## config.mk

```make
export PLATFORM = sky130hd
export DESIGN_NAME = display_output_unit
export DESIGN_NICKNAME = d
export VERILOG_FILES = /design/src/rtl/display_output_unit.sv
export SDC_FILE = /design/constraint.sdc
export NUM_CORES = 1
export LEC_CHECK = 0
export CORE_MARGIN = 5
export CORE_UTILIZATION = 40
export CTS_CLUSTER_SIZE = 12
export DETAILED_ROUTE_END_ITERATION = 8
export GPL_ROUTABILITY_DRIVEN = 0
export SYNTH_ARGS = -nofsm -noshare
export SYNTH_HDL_FRONTEND = slang
export SYNTH_SLANG_ARGS = --single-unit
export TNS_END_PERCENT = 30
```

## constraint.sdc

```tcl
create_clock -name clk -period 2.65 [get_ports clk]
set_clock_uncertainty 0.15 [all_clocks]
set_input_delay 0.53 -clock clk [delete_from_list [all_inputs] [get_ports clk]]
set_output_delay 0.53 -clock clk [all_outputs]
set_load 0.005 [all_outputs]
```

## src/rtl/display_output_unit.sv

```systemverilog
// Sequential sign/BCD display driver: captures a two's-complement operand or a
// preformatted BCD word, converts by shift-add-3 and drives active-low 7-segment digits.
module display_output_unit #(
  parameter int unsigned WIDTH    = 8,
  parameter int unsigned DIGITS   = 4,
  parameter bit          BLANK_LZ = 1'b1
) (
  input  logic                  clk,
  input  logic                  reset,
  input  logic                  toggle,
  input  logic                  load,
  input  logic [WIDTH-1:0]      bin_in,
  input  logic [4*DIGITS-1:0]   bcd_in,
  output logic                  busy,
  output logic                  valid,
  output logic                  ovf,
  output logic [7*DIGITS-1:0]   seg
);

  // Enough BCD digits for any WIDTH-bit unsigned magnitude, and never fewer than the display
  localparam int unsigned MAG_D = (WIDTH * 301) / 1000 + 1;
  localparam int unsigned ACC_D = (MAG_D > DIGITS) ? MAG_D : DIGITS;
  localparam int unsigned ACC_W = 4 * ACC_D;
  localparam int unsigned CNT_W = $clog2(WIDTH + 1);
  localparam int unsigned SEG_W = 7 * DIGITS;
  localparam int unsigned OVF_W = 4 * (ACC_D - DIGITS + 1);

  localparam logic [6:0] SEG_MINUS = 7'b0111111;
  localparam logic [6:0] SEG_BLANK = 7'b1111111;

  typedef enum logic [1:0] {
    IDLE  = 2'd0,
    CONV  = 2'd1,
    LATCH = 2'd2
  } state_t;

  state_t               state;
  state_t               state_d;
  logic                 neg;
  logic                 mode_bcd;
  logic [WIDTH-1:0]     mag;
  logic [WIDTH-1:0]     mag_in_c;
  logic [ACC_W-1:0]     acc;
  logic [ACC_W-1:0]     acc_adj_c;
  logic [ACC_W-1:0]     acc_sh_c;
  logic [4*DIGITS-1:0]  bcd_q;
  logic [CNT_W-1:0]     cnt;
  logic [SEG_W-1:0]     seg_d_c;
  logic                 ovf_d_c;
  logic                 lead_c;
  logic [3:0]           nib_adj_c;
  logic [3:0]           nib_fmt_c;

  function automatic logic [6:0] seg_code(input logic [3:0] n);
    logic [6:0] r;
    case (n)
      4'd0:    r = 7'b1000000;
      4'd1:    r = 7'b1111001;
      4'd2:    r = 7'b0100100;
      4'd3:    r = 7'b0110000;
      4'd4:    r = 7'b0011001;
      4'd5:    r = 7'b0010010;
      4'd6:    r = 7'b0000010;
      4'd7:    r = 7'b1111000;
      4'd8:    r = 7'b0000000;
      4'd9:    r = 7'b0010000;
      4'hA:    r = SEG_MINUS;
      default: r = SEG_BLANK;
    endcase
    return r;
  endfunction

  assign mag_in_c = bin_in[WIDTH-1] ? (~bin_in + WIDTH'(1)) : bin_in;

  // State register
  always_ff @(posedge clk or posedge reset) begin
    if (reset) state <= IDLE;
    else       state <= state_d;
  end

  // Next-state logic
  always_comb begin
    state_d = state;
    unique case (state)
      IDLE:    if (load) state_d = toggle ? LATCH : CONV;
      CONV:    if (cnt == CNT_W'(WIDTH - 1)) state_d = LATCH;
      LATCH:   state_d = IDLE;
      default: state_d = IDLE;
    endcase
  end

  // One shift-add-3 step: correct nibbles >= 5, then shift in the next magnitude bit
  always_comb begin
    acc_adj_c = acc;
    nib_adj_c = 4'd0;
    for (int i = 0; i < int'(ACC_D); i++) begin
      nib_adj_c = acc[4*i +: 4];
      acc_adj_c[4*i +: 4] = (nib_adj_c >= 4'd5) ? (nib_adj_c + 4'd3) : nib_adj_c;
    end
    acc_sh_c = {acc_adj_c[ACC_W-2:0], mag[WIDTH-1]};
  end

  // Display image for the LATCH edge; leading zeros scanned from the top magnitude digit
  always_comb begin
    seg_d_c   = '1;
    ovf_d_c   = 1'b0;
    lead_c    = 1'b1;
    nib_fmt_c = 4'd0;
    if (mode_bcd) begin
      for (int i = 0; i < int'(DIGITS); i++) begin
        seg_d_c[7*i +: 7] = seg_code(bcd_q[4*i +: 4]);
      end
    end else begin
      ovf_d_c = |acc[ACC_W-1 -: OVF_W];
      if (ovf_d_c) begin
        for (int i = 0; i < int'(DIGITS); i++) begin
          seg_d_c[7*i +: 7] = SEG_MINUS;
        end
      end else begin
        seg_d_c[SEG_W-1 -: 7] = neg ? SEG_MINUS : SEG_BLANK;
        for (int i = int'(DIGITS) - 2; i >= 0; i--) begin
          nib_fmt_c = acc[4*i +: 4];
          if (BLANK_LZ && lead_c && (nib_fmt_c == 4'd0) && (i != 0)) begin
            seg_d_c[7*i +: 7] = SEG_BLANK;
          end else begin
            seg_d_c[7*i +: 7] = seg_code(nib_fmt_c);
            lead_c = 1'b0;
          end
        end
      end
    end
  end

  // Datapath and registered outputs; seg/ovf move only on the LATCH edge
  always_ff @(posedge clk or posedge reset) begin
    if (reset) begin
      busy     <= 1'b0;
      valid    <= 1'b0;
      ovf      <= 1'b0;
      seg      <= '1;
      neg      <= 1'b0;
      mode_bcd <= 1'b0;
      mag      <= '0;
      acc      <= '0;
      bcd_q    <= '0;
      cnt      <= '0;
    end else begin
      unique case (state)
        IDLE: begin
          if (load) begin
            busy     <= 1'b1;
            valid    <= 1'b0;
            mode_bcd <= toggle;
            cnt      <= '0;
            if (toggle) begin
              bcd_q <= bcd_in;
            end else begin
              neg <= bin_in[WIDTH-1];
              mag <= mag_in_c;
              acc <= '0;
            end
          end
        end
        CONV: begin
          acc <= acc_sh_c;
          mag <= mag << 1;
          cnt <= cnt + CNT_W'(1);
        end
        LATCH: begin
          seg   <= seg_d_c;
          ovf   <= ovf_d_c;
          valid <= 1'b1;
          busy  <= 1'b0;
        end
        default: begin
          busy <= 1'b0;
        end
      endcase
    end
  end

endmodule
```

Yosys cells after proc, flatten, opt, wreduce, memory -nomap -nowiden
Memory sizes are Yosys's and may differ from the RTL's.
Cells that the tools add are included.
{"block": "word_totals", "word_cells": 82, "ff_bits": 79, "out_inout_bits": 31, "latch_bits": 0, "mem_count": 7, "ramBits": 0, "romBits": 784}
{"name": "(no name shown)", "words": 16, "width": 7, "read_ports": 1, "rd_clocked_by_memory_dff": 0, "wr": 0, "line": "56", "text": "case (n)"}
{"name": "(no name shown)", "words": 16, "width": 7, "read_ports": 1, "rd_clocked_by_memory_dff": 0, "wr": 0, "line": "56"}
{"name": "(no name shown)", "words": 16, "width": 7, "read_ports": 1, "rd_clocked_by_memory_dff": 0, "wr": 0, "line": "56"}
{"name": "(no name shown)", "words": 16, "width": 7, "read_ports": 1, "rd_clocked_by_memory_dff": 0, "wr": 0, "line": "56"}
{"name": "(no name shown)", "words": 16, "width": 7, "read_ports": 1, "rd_clocked_by_memory_dff": 0, "wr": 0, "line": "56"}
{"name": "(no name shown)", "words": 16, "width": 7, "read_ports": 1, "rd_clocked_by_memory_dff": 0, "wr": 0, "line": "56"}
{"name": "+1 memories"}
{"block": "classes", "addsub": 6, "n_lt_le_gt_ge": 4, "div_mod_pow": 0, "bitwise": 3, "n_reduce_logical": 15, "mux": 30, "n_shift": 0, "eq_ne": 6, "multipliers": 0}
{"operator": "28-bit two-way mux", "n": 2}
{"operator": "16-bit two-way mux", "n": 2}
{"operator": "16-bit one-hot mux with 2 select lines", "n": 1}
{"operator": "8-bit two-way mux", "n": 3}
{"operator": "7-bit two-way mux", "n": 3}
{"operator": "4-bit by 3-bit >= comparator with 1-bit output, second input constant", "n": 4}
{"operator": "4-bit two-way mux", "n": 4}
{"operator": "8-bit one-hot mux with 2 select lines", "n": 1}
{"operator": "4-bit by 2-bit adder with 4-bit output, second input constant", "n": 3}
{"operator": "2-bit AND reduction", "n": 5}
{"operator": "3-bit AND reduction", "n": 3}
{"operator": "8-bit by 1-bit adder with 8-bit output, second input constant", "n": 1}
{"operator": "4-bit logical NOT", "n": 2}
{"operator": "8-bit NOT", "n": 1}
{"operator": "4-bit one-hot mux with 2 select lines", "n": 1}
{"operator": "1-bit two-way mux", "n": 6}
{"operator": "2-bit two-way mux", "n": 3}
{"operator": "2-bit inequality test, second input constant", "n": 3}
{"operator": "4-bit by 1-bit adder with 4-bit output, second input constant", "n": 1}
{"operator": "4-bit by 3-bit == test with 1-bit output, second input constant", "n": 1}
{"operator": "1-bit one-hot mux with 2 select lines", "n": 2}
{"operator": "2-bit one-hot mux with 2 select lines", "n": 1}
{"operator": "2-bit nonzero test", "n": 2}
{"operator": "4-bit OR reduction", "n": 1}
{"operator": "7 further kinds", "n": 8}

Depth between registers and ports, before layout
Gate-level depths: netlist of the first run.
{"block": "depth", "ltp_word": 8, "depth_mapped": 6}

Least setup slack after synthesis of the first run
Ideal clock, no wire load.
{"block": "synth_timing", "path_type": "flip-flop to flip-flop", "start": "register acc[12]", "end": "register seg[16]", "path_buffers": 0, "required_time_ns": 2.421, "setup_time_ns": 0.079, "arrival_ns": 1.809, "stages_incl_launch_ff": 7, "synth_period_minus_slack_ns": 2.039, "path_slack_ns": 0.611, "path_cell_list": "dfrtp_1 inv_1 ha_1 or4b_4 a211o_1 a21o_1 a22o_1"}
{"block": "synth_via", "elab_chain_cells": 3}
{"element": "start, declared", "line": "43", "text": "logic [ACC_W-1:0] acc;"}
{"element": "start signal, assigned", "line": "165", "text": "acc <= acc_sh_c;"}
{"element": "4-bit OR reduction", "line": "114", "text": "ovf_d_c = |acc[ACC_W-1 -: OVF_W];"}
{"element": "28-bit two-way mux", "line": "115", "text": "if (ovf_d_c) begin"}
{"element": "28-bit two-way mux", "line": "109", "text": "if (mode_bcd) begin"}
{"element": "end signal, assigned", "line": "170", "text": "seg <= seg_d_c;"}
{"element": "end, declared", "line": "17", "text": "output logic [7*DIGITS-1:0] seg"}
No other way between the ends.
A chain may end at the register's enable or synchronous reset.

Final worst setup path of the first run
{"block": "layout_timing", "start": "register acc[12]", "end": "register seg[14]"}
The elaborated chain is that of the path after synthesis.

==> results by group, run 1 <==
Critical path
  • Slowest cell on the critical path: or4b_4
  • Arr. time, crit path: 2.36 ns
  • Worst R2R Setup Slack: 0.39 ns
  • Crit path launch type: flop
  • CP Capture Type: flop
  • CP required: 2.75 ns
  • Worst path cell trace: inv_1 > ha_1 > or4b_4 > a211o_1 > nor3_1 > a211oi_1
  • Type of the worst setup path: reg2reg
  • Crit-path max FO: 7
  • Critical Path Start: acc[12]$_DFFE_PP0P_
  • Worst r2r path cells: 6
  • CP max stage delay: 0.53 ns
  • Worst r2r src: acc[12]$_DFFE_PP0P_

Layout
  • Most frequent cells in the layout: clkdlybuf4s50_1, nand2_1, dfrtp_1
  • Layout cells sized above 1: 11.9%
  • Layout area overhead: 21.2%
  • Cell area after layout: 6010 um^2
  • Fillers: 1180
  • Most common cell after layout, fill and taps aside: clkdlybuf4s50_1
  • Multi-input gate area: 2700 um^2
  • Nets: 649
  • Register area: 2010 um^2
  • Diodes inserted: 0

CTS
  • Root buf cell: clkbuf_16
  • CTS Hold Bufs: 0
  • Post-CTS repair timing setup buffer count: 0
  • Num CTS Buffers: 9
  • # H-tree levels: 3
  • CTS tree: built
  • Clock sink total: 79
  • Worst skew pair latency: 0.34 ns
  • PostCTS Resize Cnt: 0
  • Clk slew on worst S/H paths: 0.06 ns
  • Max clock buf depth: 2

Hold path
  • HP Start: seg[1]$_DFFE_PP1P_
  • Worst min-delay path class: reg2reg
  • Worst hold stages: 2

Run status
  • Outcome: finished clean

Synth
  • Syn_nets: 600
  • Syn Area/Cell: 9.33 um^2
  • Dominant cells by area after synthesis: dfrtp_1, dfstp_2, ha_1
  • Register area share after synthesis: 40.5%
  • Yosys reg bits: 79
  • Post-synth top area share: 25.7%
  • Yosys warnings: 0
  • Mapped Area: 4960 um^2
  • Post-synth top flop: dfrtp_1
  • Synth Instances: 532
  • Synth unique cells: 58
  • EDFF count, synth: 0
  • Synth area leader: dfrtp_1
  • Ys async rst share: 100%

STA
  • RSZ-0062 raised after global routing: false
  • Setup_tns: 0 ns
  • Rel. slew slack: 60.1%
  • Final Max Tran Viols: 0
  • Final setup fails: 0
  • Post-route minimum period: 2.26 ns
  • Actual slew at the worst max-slew pin: 0.597 ns
  • Setup WS post-layout: 0.393 ns
  • Post-route clock period utilization: 85.2%
  • Maximum clock frequency: 443 MHz
  • Fin. Hold Viols: 0

Placed design
  • Placed inst area: 5720 um^2
  • Worst slack, placed: 0.270 ns
  • Port Buffers: 58
  • Dpl hpwl: 8450 um

Pwr
  • LEAKAGE: 2.51 nW
  • Max VDD drop: 0.000346 V
  • Power Dens Cells: 1230 nW/um^2

Routing
  • First-iteration detailed-routing DRC count: 324
  • Routed WL: 11500 um
  • # DRC: 0
  • Routed length per placed instance: 15.2 um
  • Via count: 4015
  • Drt first pass iters: 4
  • DR vias/cell: 5.32
  • Final ANT Viol Nets: 0

Job
  • Max-Cap Viols: 0

Global route
  • Number of global-route vias before repair: 3861
  • Largest net degree at the start of global routing: 80
  • Initial antenna violation count: 0
  • Gr ovfl total: 0
  • Total GRT Usage: 16.4%
  • Global-route wire length before repair: 19300 um

Floorplanning
  • Initial core utilization: 41.0%
  • Row count: 40
  • DIE HEIGHT: 121 um
  • Die W: 121 um
  • Die ar.: 14700 um^2
  • # IOs: 59
  • Placeable Area: 12100 um^2
[path summary, 6_finish.rpt]
path	endpoint
max	seg[14]$_DFFE_PP1P_
min	seg[1]$_DFFE_PP1P_
max reg2reg	seg[14]$_DFFE_PP1P_
min reg2reg	seg[1]$_DFFE_PP1P_
max in group asynchronous	seg[9]$_DFFE_PP1P_
min in group asynchronous	bcd_q[2]$_DFFE_PP0P_
[synth_stat cells, types with 4 or more instances]
master      n
dfrtp_1    51
nand2_1    51
o21ai_0    46
ha_1       40
a21oi_1    32
inv_1      31
dfstp_2    28
nand2b_1   26
nor2_1     26
clkbuf_1   25
nor2b_1    12
o22ai_1    11
a22o_1     10
mux2_2     10
mux2i_1    10
o31ai_1     9
xnor2_1     9
nor3_1      7
nand3_1     6
nor3b_1     6
a211oi_1    5
a22oi_1     5
o2111ai_1   5
o21a_1      5
o22a_1      5
a21o_1      4
o32ai_1     4
[layout make-up]
type | count | share of cell area (%)
clock buffers | 12 | 4.10
clock inverters | 4 | 0.749
inverters | 31 | 2.00
multi-input cells | 390 | 44.8
flip-flops and latches | 79 | 33.5
well taps | 168 | 3.50
repair buffers | 70 | 11.4
[stage by stage]
stage / power (mW) / hold WS [ns] / util (%) / cells
finish: 7.39 / 0.310 / 49.6 / 754
global route: 8.07 / 0.327 / 49.6 / 754
CTS: 7.45 / 0.313 / 49.6 / 754
detailed placement: 6.19 / 0.303 / 47.2 / 738
global placement: 6.10 / 0.301 / 47.2 / 738
floorplan: 4.93 / 0.298 / - / 532
[sequential cells by signal (all words and copies together) (netlist names)]
signal / count
acc: 16
bcd_q: 16
busy: 1
cnt: 4
mag: 8
mode_bcd: 1
neg: 1
ovf: 1
seg: 28
state: 2
valid: 1
[cell families after synthesis]
group	after synthesis	synth area share (%)
multiplexers	20	4.29
AND/OR/NAND/NOR	150	15.4
XOR/XNOR	12	2.12
buffers and inverters	63	5.12
flip-flops	79	40.5
AO/OA/AOI/OAI	168	22.4
adder cells (fa/ha/maj)	40	10.1
[where the power goes]
group / switching (mW) / internal (mW)
Sequential: 0.704 / 1.91
Clock: 0.479 / 0.750
Combinational: 1.76 / 1.79
[layer usage]
| metal | part of all wire (%) | global-route usage [%] |
|---|---|---|
| met5 | 0 | 0 |
| met4 | 1.6 | 5.88 |
| met3 | 4.8 | 3.87 |
| met2 | 45 | 25.3 |
| met1 | 49 | 22.4 |
[critical path: cells and delay by family, from the launching register on]
family,cells,cell delay [ns]
AND/OR/NAND/NOR,2,0.82
flip-flops,1,0.38
buffers and inverters,1,0.10
AO/OA/AOI/OAI,2,0.45
adder cells (fa/ha/maj),1,0.26
(Power assumes the default switching activity.)
==> inputs of run 2 (changes only) <==
- CAP_MARGIN: not set -> 25
- CORE_MARGIN: 5 -> not set
==> run 2 against run 1 <==
Compared with the run above:
- clock power fell by 7%
- critical endpoint unchanged
- register-to-register slack barely moved
- sequential share of layout area fell by 0.076 points
- sequential power barely moved
- largest power group unchanged
- hold slack improved by 0.015 ns
- setup slack got worse by 0.0097 ns
- sequential cell count did not move
- core utilization rose by 0.32 points
==> results by group, run 2 (same netlist as run 1, synthesis figures left out) <==
Run status
  • Outcome: finished clean

Critical path
  • Crit path launch type: flop
  • Arr. time, crit path: 2.37 ns (about the same)
  • Critical register-to-register path endpoint: seg[14]$_DFFE_PP1P_
  • Worst r2r src: acc[12]$_DFFE_PP0P_
  • Critical Path Start: acc[12]$_DFFE_PP0P_
  • CP endpoint: seg[14]$_DFFE_PP1P_
  • Worst r2r path cells: 6 (unchanged)
  • CP required: 2.75 ns (about the same)
  • Crit-path max FO: 7 (unchanged)
  • Worst R2R Setup Slack: 0.38 ns (about the same)
  • Type of the worst setup path: reg2reg
  • CP Capture Type: flop

Layout
  • Largest register by flop count: seg
  • Util after Layout: 50.0% (+0.32 points)
  • Nets: 651 (+0.31%)
  • Cell area after layout: 6030 um^2 (+0.23%)
  • Layout cells sized above 1: 12.3% (+0.32 points)
  • Most common cell after layout, fill and taps aside: clkdlybuf4s50_1
  • Registers with the most flip-flops: seg x28, acc x16, bcd_q x16
  • Most frequent cells in the layout: clkdlybuf4s50_1, nand2_1, dfrtp_1
  • Number of flip-flops in the largest register: 28 (unchanged)
  • Diodes inserted: 0 (unchanged)
  • Layout area overhead: 21.5%

CTS
  • Clk slew on worst S/H paths: 0.06 ns (about the same)
  • Post-CTS repair timing setup buffer count: 0 (unchanged)
  • CTS tree: built
  • PostCTS Resize Cnt: 0 (unchanged)
  • Max clock buf depth: 2 (unchanged)
  • Worst skew pair latency: 0.34 ns (about the same)
  • # H-tree levels: 3 (unchanged)
  • Num CTS Buffers: 9 (unchanged)
  • Root buf cell: clkbuf_16
  • Clock sink total: 79 (unchanged)
  • CTS Hold Bufs: 0 (unchanged)

STA
  • Post-route clock period utilization: 85.5% (+0.37 points)
  • Post-route minimum period: 2.27 ns (+0.00975 ns)
  • Final setup fails: 0 (unchanged)
  • Fin. Hold Viols: 0 (unchanged)
  • Setup WS post-layout: 0.383 ns (-0.00975 ns)
  • Setup_tns: 0 ns (unchanged)
  • RSZ-0062 raised after global routing: false
  • Actual slew at the worst max-slew pin: 0.742 ns (+0.145 ns)
  • Maximum clock frequency: 441 MHz (-0.43%)
  • Rel. slew slack: 50.5% (-9.6 points)
  • Final Max Tran Viols: 0 (unchanged)

Hold path
  • Worst hold stages: 2 (unchanged)
  • HP Start: seg[19]$_DFFE_PP1P_
  • Worst min-delay path class: reg2reg

Pwr
  • Tot Pwr: 7.31 mW (-1.0%)
  • Max VDD drop: 0.000373 V (+7.9%)
  • LEAKAGE: 2.51 nW (about the same)
  • Power Dens Cells: 1210 nW/um^2 (-1.2%)

Floorplanning
  • # IOs: 59 (unchanged)
  • Die W: 113 um (-6.6%)
  • Placeable Area: 12100 um^2 (-0.41%)
  • Initial core utilization: 41.1% (+0.17 points)
  • Row count: 40 (unchanged)
  • Die ar.: 12900 um^2 (-13%)
  • DIE HEIGHT: 113 um (-6.6%)

Routing
  • Final ANT Viol Nets: 0 (unchanged)
  • DR top layer: met4
  • Met2 WL: 5040 um (-2.2%)
  • # DRC: 0 (unchanged)
  • Via count: 3964 (-1.3%)
  • M1 WL: 5860 um (+4.6%)
  • DR WL met3: 364 um (-35%)
  • Routed WL: 11400 um (-0.94%)
  • Drt first pass iters: 4 (unchanged)
  • Routed length per placed instance: 15.1 um (-1.1%)
  • First-iteration detailed-routing DRC count: 191 (-41%)
  • DR vias/cell: 5.25 (-1.4%)

Global route
  • Largest net degree at the start of global routing: 28 (-65%)
  • Number of global-route vias before repair: 3839 (-0.57%)
  • Gr ovfl total: 0 (unchanged)
  • Global-route wire length before repair: 19300 um (-0.10%)
  • Initial antenna violation count: 0 (unchanged)
  • Total GRT Usage: 19.0% (+2.6 points)

Placed design
  • Placed inst area: 5760 um^2 (+0.70%)
  • Dpl hpwl: 8310 um (-1.7%)
  • Worst slack, placed: 0.260 ns (-0.0109 ns)
  • Port Buffers: 58 (unchanged)

Job
  • Max-Cap Viols: 0 (unchanged)
==> run 2: changes by cell type in the layout (fill, tap and decap cells not counted) <==
cell        previous run  this run
buf_12                 1         3
clkinvlp_4             1         2
bufinv_16              1         0
clkbuf_1               2         1
==> run 2: layout make-up <==
type	instances	area, um^2
inverters	31	120
fillers	1127	6030
multi-input cells	390	2700
clock inverters	4	22.5
clock buffers	11	243
well taps	168	210
flip-flops and latches	79	2010
repair buffers	72	723
==> run 2: worst max-delay path, cell delays in order (launching register included) <==
cell and delay [ns]:
dfrtp_1 0.38, inv_1 0.11, ha_1 0.30, or4b_4 0.53
a211o_1 0.35, nor3_1 0.27, a211oi_1 0.09
==> run 2: worst min-delay path by stage <==
stage                          end  slack, ns
2_1_floorplan   seg[1]$_DFFE_PP1P_       0.30
3_3_place_gp    seg[1]$_DFFE_PP1P_       0.30
3_5_place_dp    seg[1]$_DFFE_PP1P_       0.32
4_1_cts         seg[1]$_DFFE_PP1P_       0.33
5_1_grt         seg[0]$_DFFE_PP1P_       0.34
6_report       seg[19]$_DFFE_PP1P_       0.32
==> run 2: routing by layer <==
metal	track usage [%]	vias up
met3	3.77	6
met4	7.46	0
met5	0	-
met1	26.9	1890
met2	28.5	73
li1	-	1995
==> run 2: report_power, final <==
group	switching, mW	internal (mW)	leakage, nW
combinational	1.76	1.80	1.45
clock	0.487	0.649	0.131
sequential	0.704	1.91	0.932
==> run 2: metrics by stage <==
| stage | instances | hold slack [ns] |
|---|---|---|
| finish | 755 | 0.325 |
| global route | 755 | 0.344 |
| detailed placement | 740 | 0.320 |
| CTS | 755 | 0.329 |
| global placement | 740 | 0.302 |
| floorplan | 532 | 0.298 |
